File: config.mk
export PLATFORM = sky130hd
export DESIGN_NAME = reg_mem_arbiter_flat
export DESIGN_NICKNAME = d
export VERILOG_FILES = /design/src/rtl/reg_mem_arbiter_pkg.sv /design/src/rtl/reg_mem_arbiter_if.sv /design/src/rtl/reg_mem_arbiter_rr_arb2.sv /design/src/rtl/reg_mem_arbiter.sv /design/src/flat_wrapper.sv
export SDC_FILE = /design/constraint.sdc
export NUM_CORES = 1
export LEC_CHECK = 0
export ABC_AREA = 1
export ABC_CLOCK_PERIOD_IN_PS = 3200
export CORE_ASPECT_RATIO = 1.5
export CORE_MARGIN = 2
export CORE_UTILIZATION = 41
export CTS_BUF_LIST = sky130_fd_sc_hd__clkbuf_8 sky130_fd_sc_hd__clkbuf_16
export CTS_CLUSTER_DIAMETER = 120
export DETAILED_ROUTE_END_ITERATION = 8
export MAX_ROUTING_LAYER = met4
export PLACE_DENSITY = 0.91
export SYNTH_ARGS = -nofsm -noshare
export SYNTH_HDL_FRONTEND = slang
export SYNTH_SLANG_ARGS = --single-unit
File: constraint.sdc
create_clock -name clk -period 3.2 [get_ports clk]
set_input_delay 0.48 -clock clk [delete_from_list [all_inputs] [get_ports clk]]
set_output_delay 0.48 -clock clk [all_outputs]
set_load 0.01 [all_outputs]
File: src/rtl/reg_mem_arbiter_pkg.sv
`default_nettype none
// ============================================================================
// Module      : reg_mem_arb_pkg
// Description : Shared types and default sizes for the reg_mem arbiter:
//               FSM state encoding, client id type, default widths.
// Config      : ARB_FIXED_PRIO_EN (used by rr_arb2 / reg_mem_arbiter)
// Revision    : 1.0 - initial release
// ============================================================================
package reg_mem_arb_pkg;

  localparam int unsigned C_DATA_WIDTH = 4;
  localparam int unsigned C_ADDR_BITS  = 3;

  // IDLE accepts grants; RD_CAP is the second cycle of a read.
  typedef enum logic [0:0] {
    ST_IDLE   = 1'b0,
    ST_RD_CAP = 1'b1
  } state_t;

  // Client index: 0 or 1.
  typedef logic [0:0] client_id_t;

endpackage : reg_mem_arb_pkg
`default_nettype wire

File: src/rtl/reg_mem_arbiter_if.sv
`default_nettype none
// ============================================================================
// Module      : reg_mem_arbiter_if
// Description : Bundle of the two client request/response channels and the
//               single reg_mem port. The slave modport is the arbiter view,
//               the master modport is the client + memory view.
// Config      : ARB_FIXED_PRIO_EN (no effect on this file)
// Revision    : 1.0 - initial release
// ============================================================================
interface reg_mem_arbiter_if
  import reg_mem_arb_pkg::*;
#(
  parameter int DATA_WIDTH = C_DATA_WIDTH,
  parameter int ADDR_BITS  = C_ADDR_BITS
);

  // client 0
  logic                  req0;
  logic                  we0;
  logic [ADDR_BITS-1:0]  addr0;
  logic [DATA_WIDTH-1:0] wdata0;
  logic                  gnt0;
  logic                  rvalid0;
  logic [DATA_WIDTH-1:0] rdata0;

  // client 1
  logic                  req1;
  logic                  we1;
  logic [ADDR_BITS-1:0]  addr1;
  logic [DATA_WIDTH-1:0] wdata1;
  logic                  gnt1;
  logic                  rvalid1;
  logic [DATA_WIDTH-1:0] rdata1;

  // reg_mem port
  logic [ADDR_BITS-1:0]  mem_addr;
  logic [DATA_WIDTH-1:0] mem_wdata;
  logic                  mem_wen;
  logic [DATA_WIDTH-1:0] mem_rdata;

  modport slave (
    input  req0, we0, addr0, wdata0,
    input  req1, we1, addr1, wdata1,
    output gnt0, rvalid0, rdata0,
    output gnt1, rvalid1, rdata1,
    output mem_addr, mem_wdata, mem_wen,
    input  mem_rdata
  );

  modport master (
    output req0, we0, addr0, wdata0,
    output req1, we1, addr1, wdata1,
    input  gnt0, rvalid0, rdata0,
    input  gnt1, rvalid1, rdata1,
    input  mem_addr, mem_wdata, mem_wen,
    output mem_rdata
  );

endinterface : reg_mem_arbiter_if
`default_nettype wire

File: src/rtl/reg_mem_arbiter_rr_arb2.sv
`default_nettype none
// ============================================================================
// Module      : rr_arb2
// Description : Two-way picker. A lone request wins outright; on a tie the
//               client selected by ptr wins. Output is one-hot or zero.
// Config      : ARB_FIXED_PRIO_EN - client 0 always wins ties, ptr ignored.
// Revision    : 1.0 - initial release
// ============================================================================
module rr_arb2
  import reg_mem_arb_pkg::*;
(
  input  logic [1:0] req,
  input  client_id_t ptr,
  output logic [1:0] gnt
);

`ifdef ARB_FIXED_PRIO_EN
  // ptr is kept on the port so both builds share one instantiation.
  logic w_unused_ptr;
  assign w_unused_ptr = ptr;

  // Fixed priority: client 0 first, client 1 only when client 0 is quiet.
  always_comb begin
    gnt    = 2'b00;
    gnt[0] = req[0];
    gnt[1] = req[1] & ~req[0];
  end
`else
  // Round-robin tie break on ptr; single requests pass straight through.
  always_comb begin
    gnt = req;
    if (req == 2'b11) begin
      gnt = (ptr == 1'b1) ? 2'b10 : 2'b01;
    end
  end
`endif

endmodule : rr_arb2
`default_nettype wire

File: src/rtl/reg_mem_arbiter.sv
`default_nettype none
// ============================================================================
// Module      : reg_mem_arbiter
// Description : Two-client access controller for the single-port reg_mem.
//               Writes take one cycle, reads two (grant + capture); read data
//               returns registered with a one-cycle rvalid pulse.
// Config      : ARB_FIXED_PRIO_EN - fixed priority to client 0, no rr_ptr.
// Revision    : 1.0 - initial release
// ============================================================================
module reg_mem_arbiter
  import reg_mem_arb_pkg::*;
#(
  parameter int DATA_WIDTH = C_DATA_WIDTH,
  parameter int ADDR_BITS  = C_ADDR_BITS
)(
  input  logic              clk,
  input  logic              rst_n,
  reg_mem_arbiter_if.slave  bus
);

  state_t                r_state;
  state_t                w_next_state;
  client_id_t            r_rd_client;
  logic [ADDR_BITS-1:0]  r_rd_addr;
  logic [1:0]            r_rvalid;
  logic [DATA_WIDTH-1:0] r_rdata0;
  logic [DATA_WIDTH-1:0] r_rdata1;

  logic [1:0]            w_req;
  logic [1:0]            w_pick;
  logic [1:0]            w_gnt;
  logic                  w_grant_any;
  client_id_t            w_gnt_id;
  logic                  w_gnt_we;
  logic [ADDR_BITS-1:0]  w_gnt_addr;
  logic [DATA_WIDTH-1:0] w_gnt_wdata;
  client_id_t            w_ptr;

  // Requests are only considered while the memory is free.
  assign w_req = (r_state == ST_IDLE) ? {bus.req1, bus.req0} : 2'b00;

  rr_arb2 u_rr_arb2 (
    .req (w_req),
    .ptr (w_ptr),
    .gnt (w_pick)
  );

  // Grants are suppressed combinationally while reset is asserted.
  assign w_gnt       = rst_n ? w_pick : 2'b00;
  assign w_grant_any = (w_gnt != 2'b00);
  assign w_gnt_id    = w_gnt[1];
  assign w_gnt_we    = w_gnt_id ? bus.we1    : bus.we0;
  assign w_gnt_addr  = w_gnt_id ? bus.addr1  : bus.addr0;
  assign w_gnt_wdata = w_gnt_id ? bus.wdata1 : bus.wdata0;

`ifdef ARB_FIXED_PRIO_EN
  assign w_ptr = 1'b0;
`else
  client_id_t r_rr_ptr;

  // After any grant the other client gets priority on the next tie.
  always_ff @(posedge clk or negedge rst_n) begin
    if (!rst_n) begin
      r_rr_ptr <= 1'b0;
    end else if (w_grant_any) begin
      r_rr_ptr <= ~w_gnt_id;
    end
  end

  assign w_ptr = r_rr_ptr;
`endif

  // FSM state register.
  always_ff @(posedge clk or negedge rst_n) begin
    if (!rst_n) begin
      r_state <= ST_IDLE;
    end else begin
      r_state <= w_next_state;
    end
  end

  // Next state: a granted read occupies the memory for one extra cycle.
  always_comb begin
    w_next_state = r_state;
    case (r_state)
      ST_IDLE:   if (w_grant_any && !w_gnt_we) w_next_state = ST_RD_CAP;
      ST_RD_CAP: w_next_state = ST_IDLE;
      default:   w_next_state = ST_IDLE;
    endcase
  end

  // Outputs: grants and the reg_mem port. When idle without a grant the
  // address parks on the last read address.
  always_comb begin
    bus.gnt0      = w_gnt[0];
    bus.gnt1      = w_gnt[1];
    bus.mem_addr  = r_rd_addr;
    bus.mem_wdata = '0;
    bus.mem_wen   = 1'b0;
    if ((r_state == ST_IDLE) && w_grant_any) begin
      bus.mem_addr = w_gnt_addr;
      if (w_gnt_we) begin
        bus.mem_wdata = w_gnt_wdata;
        bus.mem_wen   = 1'b1;
      end
    end
  end

  // Latch address and owner of a granted read for the capture cycle.
  always_ff @(posedge clk or negedge rst_n) begin
    if (!rst_n) begin
      r_rd_addr   <= '0;
      r_rd_client <= 1'b0;
    end else if ((r_state == ST_IDLE) && w_grant_any && !w_gnt_we) begin
      r_rd_addr   <= w_gnt_addr;
      r_rd_client <= w_gnt_id;
    end
  end

  // Capture read data at the end of RD_CAP and pulse rvalid for one cycle.
  always_ff @(posedge clk or negedge rst_n) begin
    if (!rst_n) begin
      r_rvalid <= 2'b00;
      r_rdata0 <= '0;
      r_rdata1 <= '0;
    end else begin
      r_rvalid <= 2'b00;
      if (r_state == ST_RD_CAP) begin
        if (r_rd_client == 1'b1) begin
          r_rvalid[1] <= 1'b1;
          r_rdata1    <= bus.mem_rdata;
        end else begin
          r_rvalid[0] <= 1'b1;
          r_rdata0    <= bus.mem_rdata;
        end
      end
    end
  end

  assign bus.rvalid0 = r_rvalid[0];
  assign bus.rvalid1 = r_rvalid[1];
  assign bus.rdata0  = r_rdata0;
  assign bus.rdata1  = r_rdata1;

endmodule : reg_mem_arbiter
`default_nettype wire

File: src/flat_wrapper.sv
// flat-port wrapper written by rule: the top's interface ports become plain ports
module reg_mem_arbiter_flat import reg_mem_arb_pkg::*;
#(
  parameter int DATA_WIDTH = C_DATA_WIDTH,
  parameter int ADDR_BITS  = C_ADDR_BITS
)
  (clk, rst_n, bus_req0, bus_we0, bus_addr0, bus_wdata0, bus_req1, bus_we1, bus_addr1, bus_wdata1, bus_gnt0, bus_rvalid0, bus_rdata0, bus_gnt1, bus_rvalid1, bus_rdata1, bus_mem_addr, bus_mem_wdata, bus_mem_wen, bus_mem_rdata);
  reg_mem_arbiter_if #(.DATA_WIDTH(DATA_WIDTH), .ADDR_BITS(ADDR_BITS)) bus_i ();
  input  logic clk;
  input  logic rst_n;
  input wire logic [$bits(bus_i.req0)-1:0] bus_req0;
  input wire logic [$bits(bus_i.we0)-1:0] bus_we0;
  input wire logic [$bits(bus_i.addr0)-1:0] bus_addr0;
  input wire logic [$bits(bus_i.wdata0)-1:0] bus_wdata0;
  input wire logic [$bits(bus_i.req1)-1:0] bus_req1;
  input wire logic [$bits(bus_i.we1)-1:0] bus_we1;
  input wire logic [$bits(bus_i.addr1)-1:0] bus_addr1;
  input wire logic [$bits(bus_i.wdata1)-1:0] bus_wdata1;
  output wire logic [$bits(bus_i.gnt0)-1:0] bus_gnt0;
  output wire logic [$bits(bus_i.rvalid0)-1:0] bus_rvalid0;
  output wire logic [$bits(bus_i.rdata0)-1:0] bus_rdata0;
  output wire logic [$bits(bus_i.gnt1)-1:0] bus_gnt1;
  output wire logic [$bits(bus_i.rvalid1)-1:0] bus_rvalid1;
  output wire logic [$bits(bus_i.rdata1)-1:0] bus_rdata1;
  output wire logic [$bits(bus_i.mem_addr)-1:0] bus_mem_addr;
  output wire logic [$bits(bus_i.mem_wdata)-1:0] bus_mem_wdata;
  output wire logic [$bits(bus_i.mem_wen)-1:0] bus_mem_wen;
  input wire logic [$bits(bus_i.mem_rdata)-1:0] bus_mem_rdata;
  assign bus_i.req0 = bus_req0;
  assign bus_i.we0 = bus_we0;
  assign bus_i.addr0 = bus_addr0;
  assign bus_i.wdata0 = bus_wdata0;
  assign bus_i.req1 = bus_req1;
  assign bus_i.we1 = bus_we1;
  assign bus_i.addr1 = bus_addr1;
  assign bus_i.wdata1 = bus_wdata1;
  assign bus_gnt0 = bus_i.gnt0;
  assign bus_rvalid0 = bus_i.rvalid0;
  assign bus_rdata0 = bus_i.rdata0;
  assign bus_gnt1 = bus_i.gnt1;
  assign bus_rvalid1 = bus_i.rvalid1;
  assign bus_rdata1 = bus_i.rdata1;
  assign bus_mem_addr = bus_i.mem_addr;
  assign bus_mem_wdata = bus_i.mem_wdata;
  assign bus_mem_wen = bus_i.mem_wen;
  assign bus_i.mem_rdata = bus_mem_rdata;
  reg_mem_arbiter #(.DATA_WIDTH(DATA_WIDTH), .ADDR_BITS(ADDR_BITS)) u_core (.clk(clk), .rst_n(rst_n), .bus(bus_i));
endmodule
Word level (Yosys, flattened, before mapping)
Index checks and enable logic that the tools add are counted.
{ "totals": {"in_bits": 24, "elab_cells": 35, "out_inout_bits": 20, "regBits": 16} }
{ "classes": {"eq_ne": 1, "bitwise": 3, "reduce_logical": 7, "n_mux": 17} }
{ "op_table": {"columns": ["cell", "n"], "rows": [
  ["2-to-1 mux 4 bit", 3],
  ["2-to-1 mux 2 bit", 5],
  ["2-to-1 mux 1 bit", 6],
  ["2-to-1 mux 3 bit", 2],
  ["AND reduction 2 bit", 2],
  ["logical AND 1 bit", 3],
  ["inverter 1 bit", 3],
  ["equality test 2 bit, second input constant", 1],
  ["one-hot mux 1 bit (2 select lines)", 1],
  ["nonzero test 2 bit", 1],
  ["zero test 1 bit", 1]
]} }

Logic depth before layout (Yosys ltp)
{ "depth": {"word_depth": 9, "mapped_depth": 9, "mapped_depth_nobuf": 9} }

Modules after synthesis
From an unflattened synthesis, not the netlist that was laid out.
{ "hier_totals": {"hier_cells": 118, "area_unflattened_um2": 854.6} }
{ "by_module_without_submodules": {"columns": ["mod", "seq_area_each_um2", "area_each_um2", "instances", "cells_per_inst"], "rows": [
  ["reg_mem_arbiter", 400.4, 833.3, 1, 113],
  ["rr_arb2", 0.0, 21.3, 1, 5]
]} }

Least setup slack after synthesis
Ideal clock, no wire load.
{ "synth_path": {"path_kind": "input -> output", "from": "input bus_req1", "to": "output bus_mem_wdata[0]", "path_slack_ps": 1526, "path_buffers": 0, "t_required_ps": 2720, "path_stages": 6, "arrival_ps": 1194, "path_cell_list": "inv_1 > nor2_8 > nand2_8 > inv_2 > nand2_1 > a21oi_2"} }
{ "synth_via": {"elab_chain_len": 7, "elab_cells_between_ends": 10, "cone_classes": "eq/ne (1); mux (7); reduce/logical (2)"} }
{ "synth_rtl": {"columns": ["element", "line", "text"], "rows": [
  ["start, declared", "flat_wrapper.sv:15", "input wire logic [$bits(bus_i.req1)-1:0] bus_req1;"],
  ["2-to-1 mux 2 bit *", "reg_mem_arbiter.sv:40", "assign w_req = (r_state == ST_IDLE) ? {bus.req1, bus.req0} : 2'b00;"],
  ["equality test 2 bit", "reg_mem_arbiter_rr_arb2.sv:32", "if (req == 2'b11) begin"],
  ["2-to-1 mux 2 bit *", "reg_mem_arbiter_rr_arb2.sv:32", null],
  ["2-to-1 mux 2 bit *", "reg_mem_arbiter.sv:49", "assign w_gnt = rst_n ? w_pick : 2'b00;"],
  ["named net bus_gnt1", "flat_wrapper.sv:22", "output wire logic [$bits(bus_i.gnt1)-1:0] bus_gnt1;"],
  ["2-to-1 mux 4 bit (tied with other cells)", "reg_mem_arbiter.sv:54", "assign w_gnt_wdata = w_gnt_id ? bus.wdata1 : bus.wdata0;"],
  ["2-to-1 mux 4 bit / logical AND 1 bit (equally long branches)", "reg_mem_arbiter.sv:102, reg_mem_arbiter.sv:100", null],
  ["2-to-1 mux 4 bit *", "reg_mem_arbiter.sv:100", "if ((r_state == ST_IDLE) && w_grant_any) begin"],
  ["end, declared", "flat_wrapper.sv:26", "output wire logic [$bits(bus_i.mem_wdata)-1:0] bus_mem_wdata;"]
]} }
Mark *: on every way through the listed nets, which the timed path passes. The rest lies on a longest branch.

Worst setup path after layout
{ "layout_path": {"from": "input rst_n", "to": "output bus_mem_wdata[2]"} }
{ "layout_via": {"elab_chain_len": 4, "elab_cells_between_ends": 7, "cone_classes": "mux (5); reduce/logical (2)"} }
{ "layout_rtl": {"columns": ["element", "line", "text"], "rows": [
  ["start, declared", "flat_wrapper.sv:10", "input logic rst_n;"],
  ["2-to-1 mux 2 bit *", "reg_mem_arbiter.sv:49", null],
  ["2-to-1 mux 4 bit (tied with other cells)", "reg_mem_arbiter.sv:54", null],
  ["2-to-1 mux 4 bit / logical AND 1 bit (equally long branches)", "reg_mem_arbiter.sv:102, reg_mem_arbiter.sv:100", null],
  ["2-to-1 mux 4 bit *", "reg_mem_arbiter.sv:100", null]
]} }
Every way passes the cells marked *; elsewhere a longest branch is shown, timed or not.

==> run summary <==
The run finished with clean final reports. The critical register-to-register path startpoint was u_core.r_state. The count of warnings emitted by yosys was 0; the number of antenna violations at the first check in global routing was 0. After clock tree synthesis, the clock-pin slew on the worst setup and hold paths is 0.06 ns. The net count reported at finish was 179; the count of flip-flops with a built-in enable after synthesis was 0. The worst setup path is launched from a primary input. Together, buffers and inverters on the worst path number 2. The net count after synthesis was 130. The share of the synthesized area in the top cell type was 0.446. In this run the worst setup path begins at rst_n. Entering global routing, the biggest net connects 14 pins. The first global-routing pass estimated 3740 um of wire. The clock period minus final worst setup slack works out to 2.88 ns. The maximum clock path buffer count was 2; the number of buffer cells added on primary ports was 43. The post-CTS setup buffer count was 0.

Among all flip-flop cells after synthesis, the most frequent one is sky130_fd_sc_hd__dfrtp_1. Root buffer cell: sky130_fd_sc_hd__clkbuf_8. The width of the chip was 42.2 um.

Dividing total power by cell area gives a power density of 613 nW/um^2. Across all layers, the routed design uses 853 vias. The first detailed-routing pass ran for 4 iterations.

The cell taking the most area after synthesis was sky130_fd_sc_hd__dfrtp_1. The number of max-slew violations in the final report was 0. The number of H-tree levels is 1. The average cell area after synthesis is 8.48 sq um, and the number of antenna cells inserted is 0.

After routing, the total negative slack on setup checks comes to 0 ns. Required time of the critical path: 2.72 ns. The worst register-to-register path has a depth of 8. In this run the static leakage power is 0.705 nW. The core region area came out at 2050 sq um. Most instantiated library cell after synthesis: sky130_fd_sc_hd__nand2_1.

For the pin with the worst max-slew slack, the measured transition is 0.263 ns. The filler cell count in the final layout was 177; the post-synthesis to final-layout area growth was 57.9%. Wires add up to 2210 um. Once placement finished, the instance area stood at 1360 sq um. Of all nets on the critical path, the largest fanout is 10. In the routed design, unresolved DRC markers number 0.

Buffers inserted to repair hold after CTS numbered 0. For the data arrival time of the critical path, the log shows 2.40 ns. TritonCTS built the clock tree.

Yosys attributes the largest share of cell area to sky130_fd_sc_hd__dfrtp_1 (45%), sky130_fd_sc_hd__nand2_1 (17%), sky130_fd_sc_hd__inv_1 (6.3%), sky130_fd_sc_hd__nand3_4 (5.8%), sky130_fd_sc_hd__o21ai_0 (5.0%). The detail route stage leaves a number of antenna-violating nets equal to 0. The tools report the final RePlAce weighted congestion as 0.769. The number of clock buffers added by TritonCTS is 3. In this run the worst hold path is classified as primary input to async pin. Via count of the first global-routing pass: 890. The mapped netlist covers 898 sq um. Synthesis produced 106 cells. Synthesis inferred 16 register bits. The run gives 20 as the row count. Share of the clock period used by the worst path after layout: 0.898.

With fillers left out, the area of the finished cells amounts to 1420 sq um. Across the run, the number of max-cap violations was 0. Between clock sinks in the finished design, the worst skew comes to 0.00124 ns. Setup violations remaining at the end of the flow were counted as 0. The logs give 14 for the post-synthesis cell type count and 348 MHz for the timing-limited maximum frequency. The worst setup path is captured at a primary output.

The clock reaches the later pin of the worst-skew pair after 0.24 ns. The run gives 0.196 as the total track usage. In the final routed layout, each cell accounts on average for 12.6 um. Clock tree synthesis found a total of 16 sinks. Among cell families on the critical path, the largest total delay comes from buffers and inverters. The critical path class is primary input to primary output. Detailed placement finished with a half-perimeter wire length of 1900 um. Cell at the slowest stage of the critical path: sky130_fd_sc_hd__clkdlybuf4s50_1. The fraction of layout instances using a drive strength above 1 was 0.143. The floorplan step defined a die boundary enclosing 2590 sq um. The effective utilization at floorplan came out at 0.438. The run gives 44 as the count of boundary I/O pins. From bottom edge to top edge, the die measures 61.3 um. Walking the worst path, the cells encountered are clkdlybuf4s50_1 -> nand2_2 -> nor2_8 -> nand2_8 -> nand2_8 -> nand3_4 -> a21oi_2 -> clkdlybuf4s50_1. For the initial detailed-routing violation count, the log shows 13.

The commonest cells after synthesis are sky130_fd_sc_hd__nand2_1 (41), sky130_fd_sc_hd__dfrtp_1 (16), sky130_fd_sc_hd__inv_1 (15). The headroom to the max-slew limit was 0.824. For this run, the slowest stage of the critical path takes 0.61 ns.

Setup repair after global routing left no endpoint under its margin. The number of hold-slack violations in the final timing report is 0. The proportion of synthesized chip area in sequential cells was 0.446.

The logic depth of the worst path, buffers included was 8. IR analysis of the VDD net gives a maximum drop of 486 uV. Using the TritonRoute via totals, the vias-per-cell ratio works out to 4.85. Summed over all layers, the global routing overflow is 0. Proportion of synthesized flip-flops having asynchronous set or reset: 1.00. The number of gates resized after CTS was 0.
cell type report:
cell class                 instances  area (sq um)  area share
timing repair buffer              44           438       0.309
sequential                        16           400       0.282
clock buffer                       4          55.1      0.0388
multi-input combinational         73           434       0.306
inverter                          17          63.8      0.0450
tap                               22          27.5      0.0194
state kept, by name (all words and copies together) (netlist names):
name	flops
u_core.bus.rdata0	4
u_core.bus.rdata1	4
u_core.r_rd_addr	3
u_core.r_rd_client	1
u_core.r_rr_ptr	1
u_core.r_rvalid	2
u_core.r_state	1
layer usage:
layer,global-route usage,wire [um]
met5,-,0
met4,0.0670,0
met3,0.0499,194
met2,0.393,1270
met1,0.176,745
worst paths after layout:
kind / endpoint / slack, ns
max: bus_mem_wdata[2] / 0.32
min: u_core.r_rd_client / 0.47
min in group clk: u_core.r_rd_addr[0] / 0.48
min reg2reg: u_core.r_rd_addr[0] / 0.48
max reg2reg: u_core.r_rd_client / 1.88
max in group asynchronous: u_core.r_rvalid[1] / 2.28
stage by stage:
stage	hold slack, ns	worst slack [ns]	utilization	power, mW	instances
detailed placement	0.467	0.295	0.665	0.706	172
CTS	0.476	0.298	0.691	0.880	176
global route	0.476	0.173	0.691	0.932	176
finish	0.473	0.325	0.691	0.869	176
global placement	0.459	0.368	0.665	0.685	172
floorplan	0.184	1.53	-	0.487	106
logic make-up (layout without fill, tap and decap cells):
group | after synthesis | count (layout) | share of synthesized area
AO/OA/AOI/OAI | 13 | 13 | 0.0891
buffers and inverters | 17 | 65 | 0.0710
flip-flops | 16 | 16 | 0.446
AND/OR/NAND/NOR | 60 | 60 | 0.394
placed cells by master (no fill, tap or decap), drive strengths merged:
cell type,synthesis,routed
dfrtp,16,16
a21oi,4,4
nand2,47,47
buf,0,1
o21ai,9,9
clkbuf,0,4
clkdlybuf4s50,0,43
nor2,3,3
nand3,10,10
inv,17,17
power breakdown:
part | internal, mW | switching (mW) | leakage (nW) | total [mW]
clock | 0.109 | 0.0596 | 0.0288 | 0.168
sequential | 0.278 | 0.0456 | 0.200 | 0.324
combinational | 0.201 | 0.177 | 0.476 | 0.377
(Power assumes the default switching activity.)
